--- config.mk ---
export PLATFORM = sky130hd
export DESIGN_NAME = uart_tx_slave
export DESIGN_NICKNAME = d
export VERILOG_FILES = /design/src/rtl/uart_tx_slave.sv
export SDC_FILE = /design/constraint.sdc
export NUM_CORES = 1
export LEC_CHECK = 0
export ABC_AREA = 0
export BUFFER_PORTS_ARGS = -buffer_cell sky130_fd_sc_hd__buf_4
export CORE_ASPECT_RATIO = 1.25
export CORE_MARGIN = 1.5
export CORE_UTILIZATION = 35
export DETAILED_ROUTE_END_ITERATION = 8
export PLACE_DENSITY = 0.51
export REMOVE_ABC_BUFFERS = 1
export SYNTH_ARGS = -nofsm -noshare
export SYNTH_HDL_FRONTEND = slang
export SYNTH_SLANG_ARGS = --single-unit
--- constraint.sdc ---
create_clock -name clk -period 7.9 [get_ports clk]
set_clock_uncertainty 0.05 [all_clocks]
set_input_delay 0.395 -clock clk [delete_from_list [all_inputs] [get_ports clk]]
set_output_delay 0.395 -clock clk [all_outputs]
set_load 0.02 [all_outputs]
--- src/rtl/uart_tx_slave.sv ---
// Memory-mapped 8N1 UART transmitter with TX FIFO and drain interrupt on the valid/ready data bus.
// Optional parity frame bit is built in when UART_TX_PARITY_EN is defined.
module uart_tx_slave #(
  parameter int          FIFO_DEPTH  = 8,
  parameter logic [15:0] DEFAULT_DIV = 16'd867
) (
  input  logic        clk,
  input  logic        rst,
  input  logic        valid_i,
  output logic        ready_o,
  input  logic [31:0] addr_i,
  input  logic [31:0] wdata_i,
  input  logic [3:0]  we_i,
  output logic [31:0] rdata_o,
  output logic        tx_o,
  output logic        irq_o
);
  localparam int          AW       = $clog2(FIFO_DEPTH);
  localparam logic [AW:0] CNT_FULL = (AW+1)'(FIFO_DEPTH);

  localparam logic [0:0] BIDLE = 1'b0;
  localparam logic [0:0] BRESP = 1'b1;

  localparam logic [2:0] S_IDLE   = 3'd0;
  localparam logic [2:0] S_START  = 3'd1;
  localparam logic [2:0] S_DATA   = 3'd2;
  localparam logic [2:0] S_STOP   = 3'd3;
`ifdef UART_TX_PARITY_EN
  localparam logic [2:0] S_PARITY = 3'd4;
`endif

  logic [0:0]  r_bst;
  logic [31:0] r_rdata;
  logic [7:0]  r_mem [FIFO_DEPTH];
  logic [AW-1:0] r_wptr, r_rptr;
  logic [AW:0] r_cnt;
  logic        r_ovf, r_irq_en, r_irq, r_tx;
  logic [15:0] r_div, r_baud;
  logic [2:0]  r_txst, r_bit;
  logic [7:0]  r_shift;
`ifdef UART_TX_PARITY_EN
  logic        r_par_en, r_odd, r_par, r_fpar;
`endif

  logic        w_acc, w_wr, w_full, w_empty, w_busy, w_push_req, w_push, w_bit_end, w_load;
  logic [1:0]  w_sel;
  logic [31:0] w_ctrl, w_rval;
  logic        w_unused;

  assign w_sel      = addr_i[3:2];
  assign w_acc      = (r_bst == BIDLE) & valid_i;
  assign w_wr       = w_acc & (|we_i);
  assign w_full     = (r_cnt == CNT_FULL);
  assign w_empty    = (r_cnt == '0);
  assign w_busy     = (r_txst != S_IDLE);
  assign w_push_req = w_wr & (w_sel == 2'd0) & we_i[0];
  assign w_push     = w_push_req & ~w_full;
  assign w_bit_end  = (r_baud == 16'd0);
  // Popping at the end of a stop bit lets the next start bit follow with no idle gap.
  assign w_load     = ~w_empty & ((r_txst == S_IDLE) | ((r_txst == S_STOP) & w_bit_end));
  assign w_unused   = &{1'b0, addr_i[31:4], addr_i[1:0], wdata_i[31:16]};

`ifdef UART_TX_PARITY_EN
  assign w_ctrl = {29'd0, r_odd, r_par_en, r_irq_en};
`else
  assign w_ctrl = {31'd0, r_irq_en};
`endif

  always_comb begin
    w_rval = 32'd0;
    case (w_sel)
      2'd1:    w_rval = {28'd0, r_ovf, w_busy, w_empty, w_full};
      2'd2:    w_rval = w_ctrl;
      2'd3:    w_rval = {16'd0, r_div};
      default: w_rval = 32'd0;
    endcase
  end

  // rdata is only loaded on entry to BRESP and cleared on exit, so it reads 0 otherwise.
  always_ff @(posedge clk) begin
    if (rst) begin
      r_bst   <= BIDLE;
      r_rdata <= 32'd0;
    end else if (r_bst == BRESP) begin
      r_bst   <= BIDLE;
      r_rdata <= 32'd0;
    end else if (valid_i) begin
      r_bst   <= BRESP;
      r_rdata <= (we_i == 4'b0000) ? w_rval : 32'd0;
    end
  end

  assign ready_o = (r_bst == BRESP);
  assign rdata_o = r_rdata;

  always_ff @(posedge clk) begin
    if (rst) begin
      r_ovf    <= 1'b0;
      r_irq_en <= 1'b0;
      r_div    <= DEFAULT_DIV;
`ifdef UART_TX_PARITY_EN
      r_par_en <= 1'b0;
      r_odd    <= 1'b0;
`endif
    end else begin
      if (w_push_req & w_full) r_ovf <= 1'b1;
      if (w_wr) begin
        case (w_sel)
          2'd1: if (we_i[0] & wdata_i[3]) r_ovf <= 1'b0;
          2'd2: if (we_i[0]) begin
            r_irq_en <= wdata_i[0];
`ifdef UART_TX_PARITY_EN
            r_par_en <= wdata_i[1];
            r_odd    <= wdata_i[2];
`endif
          end
          2'd3: begin
            if (we_i[0]) r_div[7:0]  <= wdata_i[7:0];
            if (we_i[1]) r_div[15:8] <= wdata_i[15:8];
          end
          default: ;
        endcase
      end
    end
  end

  always_ff @(posedge clk) begin
    if (w_push) r_mem[r_wptr] <= wdata_i[7:0];
  end

  always_ff @(posedge clk) begin
    if (rst) begin
      r_wptr <= '0;
      r_rptr <= '0;
      r_cnt  <= '0;
    end else begin
      if (w_push) r_wptr <= r_wptr + 1'b1;
      if (w_load) r_rptr <= r_rptr + 1'b1;
      case ({w_push, w_load})
        2'b10:   r_cnt <= r_cnt + 1'b1;
        2'b01:   r_cnt <= r_cnt - 1'b1;
        default: r_cnt <= r_cnt;
      endcase
    end
  end

  // Every bit boundary reloads the counter from the live divisor.
  always_ff @(posedge clk) begin
    if (rst) begin
      r_txst  <= S_IDLE;
      r_baud  <= 16'd0;
      r_bit   <= 3'd0;
      r_shift <= 8'd0;
      r_tx    <= 1'b1;
`ifdef UART_TX_PARITY_EN
      r_par   <= 1'b0;
      r_fpar  <= 1'b0;
`endif
    end else if (w_load) begin
      r_txst  <= S_START;
      r_baud  <= r_div;
      r_shift <= r_mem[r_rptr];
      r_tx    <= 1'b0;
`ifdef UART_TX_PARITY_EN
      r_par   <= (^r_mem[r_rptr]) ^ r_odd;
      r_fpar  <= r_par_en;
`endif
    end else begin
      case (r_txst)
        S_IDLE: ;
        S_START: if (w_bit_end) begin
          r_txst <= S_DATA;
          r_baud <= r_div;
          r_bit  <= 3'd0;
          r_tx   <= r_shift[0];
        end else r_baud <= r_baud - 16'd1;
        S_DATA: if (w_bit_end) begin
          r_baud <= r_div;
          if (r_bit == 3'd7) begin
`ifdef UART_TX_PARITY_EN
            if (r_fpar) begin
              r_txst <= S_PARITY;
              r_tx   <= r_par;
            end else begin
              r_txst <= S_STOP;
              r_tx   <= 1'b1;
            end
`else
            r_txst <= S_STOP;
            r_tx   <= 1'b1;
`endif
          end else begin
            r_shift <= {1'b0, r_shift[7:1]};
            r_bit   <= r_bit + 3'd1;
            r_tx    <= r_shift[1];
          end
        end else r_baud <= r_baud - 16'd1;
`ifdef UART_TX_PARITY_EN
        S_PARITY: if (w_bit_end) begin
          r_txst <= S_STOP;
          r_baud <= r_div;
          r_tx   <= 1'b1;
        end else r_baud <= r_baud - 16'd1;
`endif
        S_STOP: if (w_bit_end) begin
          r_txst <= S_IDLE;
          r_tx   <= 1'b1;
        end else r_baud <= r_baud - 16'd1;
        default: begin
          r_txst <= S_IDLE;
          r_tx   <= 1'b1;
        end
      endcase
    end
  end

  always_ff @(posedge clk) begin
    if (rst) r_irq <= 1'b0;
    else     r_irq <= r_irq_en & w_empty & ~w_busy;
  end

  assign tx_o  = r_tx;
  assign irq_o = r_irq;
endmodule
==> metrics, run 1 <==
status finished clean; f_max 278 MHz; Post-Place Cell Area 6950 um2; layout cells sized above 1 19.3%; Post-Syn Area 6440 um2; top post-synthesis cells by area edfxtp_1 (30%), dfxtp_1 (25%), mux4_2 (5.6%); cts repair resizes 0; Reg power frac 32.1%; vias in the first global route 4,473; register area share after synthesis 54.4%; Pins Over Slew Limit 0; routed length per instance 17.9 um; post-DR vias/cell 5.39; Area Growth Syn to Fin 17.1%; Post-synth EDFFs 64; DP Wirelength 10.6 mm; number of synthesized register bits 143; CTS H-tree depth 4; leading area contributor after synthesis edfxtp_1; RSZ-0062 raised after global routing false; HP Class input pin to register; Slew headroom 20.7%; TritonCTS clock tree done; die width 124 um; critical path arrival 3890 ps; commonest cells in the netlist dfxtp_1 (79), edfxtp_1 (64), nor2_1 (59); Clock power frac 27.5%; Port Buf Inserts 43; Fillers 1,730; setup TNS 0 ps; post-synth top area share 29.8%; Clock Latency Late Sink 420 ps; FP Rows 55; Initial Util 35.6%; GRT Total Usage 16.3%; dpl ws 4310 ps; clk slew on worst S/H paths 70 ps; die area 19,200 um2; clock buffer depth 2; drt pass-1 iters 4; slew at the pin with the worst max-slew slack 1180 ps; placed insts 812; final worst-path cycle share 45.5%; combinational fraction of design power 40.4%; overall power 2.89 mW; Chip Height 155 um; Max VDD drop 153 uV; CP Capture Type register; Min Clock Period, post-route 3600 ps; Root Buffer clkbuf_16; CP Launch Type register; Initial DRC Count 270; slack of the critical path 4300 ps; initial antenna violation count 0; post-route ant nets 0; WHS Path Cells 3; YS warnings 0; Synth Instances 563; gpl congestion 0.841; grt total ovfl 0; final WL 15.1 mm; Required @ worst endpoint 8190 ps; Post-Layout Cell Count 844; top_reg_cell synth dfxtp_1; switch share 39.7%; P_sw 1.15 mW; Worst Path Max Fanout 13; Nets 686; Core Util, Final 41.7%; R2R depth 12; Hold Slack 155 ps; first-pass GRT wire length 24.2 mm; WS Path Type register to register; Leakage Power 2.69 nW; IO Pins 106; Synth cell types 65; top-count cell post-synth dfxtp_1; diode count 0; syn_area_per_cell 11.4 um2; Hold Buf Count CTS 0; setup repair bufs after CTS 0; DR DRC count 0; Final Hold Fails 0; Core ar. 18,100 um2; largest net degree at the start of global routing 64; TritonCTS Buffers 17; clk sinks 143; Max Cap Violations 0; Int Power 1.74 mW; vias post-DR 4,550; design area 7540 um2; Post-synth ARST share 0%; Setup violations, final 0; P per Cell Area 383 nW/um2
-- critical path, cell delays in order (launching register included) --
cell      delay (ps)
dfxtp_1          340
inv_1            110
ha_1             200
or3b_1           460
nor2_1           680
a31oi_2          210
inv_2            220
ha_1             280
nor4bb_1         290
a21oi_1           60
o21a_1           180
or3_1            300
a21oi_1          140
-- area by class of cell --
type                            instances  area, um2  area share, %
Inverter                               21       78.8           1.04
Clock inverter                         15        168           2.22
Clock buffer                           17        425           5.64
Timing Repair Buffer                   53        398           5.27
Sequential cell                       143       3500           46.4
Multi-Input combinational cell        367       2690           35.6
Tap cell                              228        285           3.78
-- cell usage in the layout, fill, tap and decap left out, types with 6 or more instances in the layout --
cell / instances
nand2_1: 29
mux2i_1: 27
clkbuf_16: 17
a211oi_2: 7
buf_4: 53
o21ai_1: 9
conb_1: 16
nor2_1: 59
inv_1: 19
mux4_2: 16
a22oi_1: 13
nor3_1: 12
a21oi_1: 21
dfxtp_1: 79
nor2b_1: 14
ha_1: 12
edfxtp_1: 64
a211oi_1: 10
a211o_1: 6
o21ai_0: 8
or3_1: 9
-- power by group through the flow --
stage	Combinational (mW)	Clock [mW]	Sequential, mW
after floorplan	0.825	0	0.939
after global placement	1.15	0	0.941
after detailed placement	1.16	0	0.944
after CTS	1.17	0.815	0.928
after global routing	1.28	0.851	0.940
final	1.17	0.796	0.928
-- layer usage --
| layer | wire length, um | up-vias | part of all wire (%) | global-route usage, % |
|---|---|---|---|---|
| li1 | - | 2181 | - | - |
| met1 | 6550 | 2226 | 43 | 20.2 |
| met2 | 7610 | 124 | 50 | 27.8 |
| met3 | 630 | 19 | 4.2 | 3.32 |
| met4 | 303 | 0 | 2.0 | 6.35 |
| met5 | 0 | - | 0 | 0 |
-- final timing paths --
kind / slack (ps) / endpoint / startpoint
setup / recovery: 4300 / r_cnt[3]$_SDFFE_PP0P_ / r_baud[0]$_SDFFE_PP0P_
hold / removal: 150 / r_div[12]$_SDFFE_PP0P_ / wdata_i[12]
setup reg to reg: 4300 / r_cnt[3]$_SDFFE_PP0P_ / r_baud[0]$_SDFFE_PP0P_
hold reg to reg: 430 / r_baud[9]$_SDFFE_PP0P_ / r_baud[9]$_SDFFE_PP0P_
-- sequential cells by signal, summed over array words and instances, names as in the netlist, named ones only --
name and flops:
irq_o 1, r_baud 16, r_bit 3, r_cnt 4
r_div 16, r_irq_en 1, r_mem 64, r_ovf 1
r_rptr 3, r_shift 8, r_txst 2, r_wptr 3
rdata_o 16, ready_o 1, tx_o 1
-- cells by family (layout without fill, tap and decap cells) --
| group | count (synthesis) | in the layout | synth area share (%) |
|---|---|---|---|
| and+or+nand+nor | 163 | 163 | 12.9 |
| DFF | 143 | 143 | 54.4 |
| AOI/OAI and AO/OA | 124 | 124 | 14.3 |
| buffers and inverters | 68 | 106 | 4.93 |
| adders and majority gates | 12 | 12 | 2.33 |
| xor gates and xnor gates | 6 | 6 | 0.815 |
| muxes | 46 | 46 | 10.3 |
| other | 1 | 16 | 0.0582 |
Note: power is estimated with default switching activity, not from simulation.
==> run 2: changes to the inputs <==
PLACE_DENSITY = 0.53   (was 0.51)
clock period = 3.19 ns   (was 7.9 ns; I/O delays follow)
==> metrics, run 2 (synthesis gave the netlist of run 1 again) <==
most frequent cells in the layout dfxtp_1 (79), buf_4 (74), edfxtp_1 (64); Largest Register r_mem; Initial DRC Count 339 (+26%); Core ar. 18,100 um2 (unchanged); CTS H-tree depth 4 (unchanged); Max Cap Violations 0 (unchanged); vias post-DR 4,759 (+4.6%); Nets 722 (+5.2%); gpl congestion 0.921 (+9.5%); diode count 0 (unchanged); TritonCTS clock tree done; dpl ws 242 ps (-4070 ps); clk slew on worst S/H paths 60 ps (about the same); Root Buffer clkbuf_16; Worst Path Max Fanout 5 (-8); slew at the pin with the worst max-slew slack 1160 ps (-27.9 ps); slack of the critical path 232 ps (-4070 ps); Pins Over Slew Limit 0 (unchanged); initial antenna violation count 0 (unchanged); routed length per instance 18.2 um (+1.8%); Chip Height 155 um (unchanged); Hold Path Origin wdata_i[8]; clk sinks 143 (unchanged); Leakage Power 2.83 nW (+5.2%); die area 19,200 um2 (unchanged); P per Cell Area 942 nW/um2 (+150%); Setup violations, final 0 (unchanged); commonest non-fill, non-tap cell in the layout dfxtp_1; RSZ-0062 raised after global routing false; max reg flops 64 (unchanged); CP Launch Type register; WS Path Type register to register; largest net degree at the start of global routing 64 (unchanged); Initial Util 35.6% (unchanged); GRT Total Usage 17.1% (+0.81 points); Clock Latency Late Sink 420 ps (about the same); Port Buf Inserts 43 (unchanged); status finished clean; Min Clock Period, post-route 2960 ps (-639 ps); critical path arrival 3250 ps (-640 ps); design area 7820 um2 (+3.6%); post-DR vias/cell 5.41 (+0.31%); Critical Path Start r_baud[0]$_SDFFE_PP0P_; CP Capture Type register; DR DRC count 0 (unchanged); first-pass GRT wire length 25.4 mm (+5.0%); clock buffer depth 2 (unchanged); final worst-path cycle share 92.7% (+47 points); die width 124 um (unchanged); cts repair resizes 0 (unchanged); post-route ant nets 0 (unchanged); Slew headroom 22.9% (+2.2 points); f_max 338 MHz (+22%); Required @ worst endpoint 3480 ps (-4710 ps); grt total ovfl 0 (unchanged); register area 3500 um2 (unchanged); Area Growth Syn to Fin 21.3%; overall power 7.36 mW (+150%); worst r2r src r_baud[0]$_SDFFE_PP0P_; vias in the first global route 4,715 (+5.4%); Max VDD drop 557 uV (+260%); TritonCTS Buffers 17 (unchanged); Core Util, Final 43.2% (+1.5 points); Post-Place Cell Area 7110 um2 (+2.3%); IO Pins 106 (unchanged); Fillers 1,719 (-0.64%); FP Rows 55 (unchanged); drt pass-1 iters 5 (+1); layout cells sized above 1 21.0% (+1.7 points); DP Wirelength 10.9 mm (+3.2%); final WL 16.0 mm (+6.1%); Final Hold Fails 0 (unchanged); multi-input gate area in the final layout 2690 um2 (unchanged); HP Class input pin to register
run 2: cell count changes in the layout (fill, tap and decap cells not counted), sizes merged:
cell         delta
buf            +21
inv             -6
dlygate4sd3    +15
clkinvlp        +2
clkbuf          +3
clkinv          +1
run 2: timing repair:
action	4_1_cts	5_1_grt
buffers inserted	0	0
hold endpoints to repair	75	0
hold buffers	15	0
run 2: cell type report:
cell class,instances,share of cell area [%]
multi-input cells,367,34.4
flip-flops and latches,143,44.8
clock buffers,20,5.71
clock inverters,12,1.41
well taps,228,3.65
repair buffers,89,9.03
inverters,21,1.01
run 2: critical path, stage by stage, from the launching register on:
cell     delay (ps)
dfxtp_1         330
inv_1           110
ha_1            210
or3b_1          460
nor2_1          220
a31oi_2         150
inv_2           110
ha_1            260
xor2_1          170
ha_1            160
a21oi_1          50
xor2_1          160
or3_1           310
a21oi_1         130
run 2: path summary, 6_finish.rpt:
kind / endpoint / slack [ps] / cells after the start
max reg2reg: r_cnt[2]$_SDFFE_PP0P_ / 230 / 13
min: r_div[8]$_SDFFE_PP1P_ / 20 / 4
max: r_cnt[2]$_SDFFE_PP0P_ / 230 / 13
min reg2reg: register / 430 / 2
run 2: layer usage:
metal  part of all wire, %  GRT usage [%]  vias up
met5                     0              0        -
met4                  0.99           5.80        0
met3                   4.1           3.80       17
met2                    54           31.4      139
met1                    41           19.5     2342
li1                      -              -     2261
run 2: stage by stage:
step	std cells	hold slack, ps	setup TNS [ps]
floorplan	531	174	-2310
global placement	833	340	0
global route	880	48.7	0
finish	880	19.8	0
CTS	880	2.50	0
detailed placement	833	349	0
run 2: power by group:
group          switching (mW)  total [mW]  leakage (nW)  internal (mW)
combinational            1.92        3.21          1.35           1.29
clock                   0.770        1.87         0.265           1.10
sequential              0.180        2.28          1.22           2.10
total                    2.87        7.36          2.83           4.49
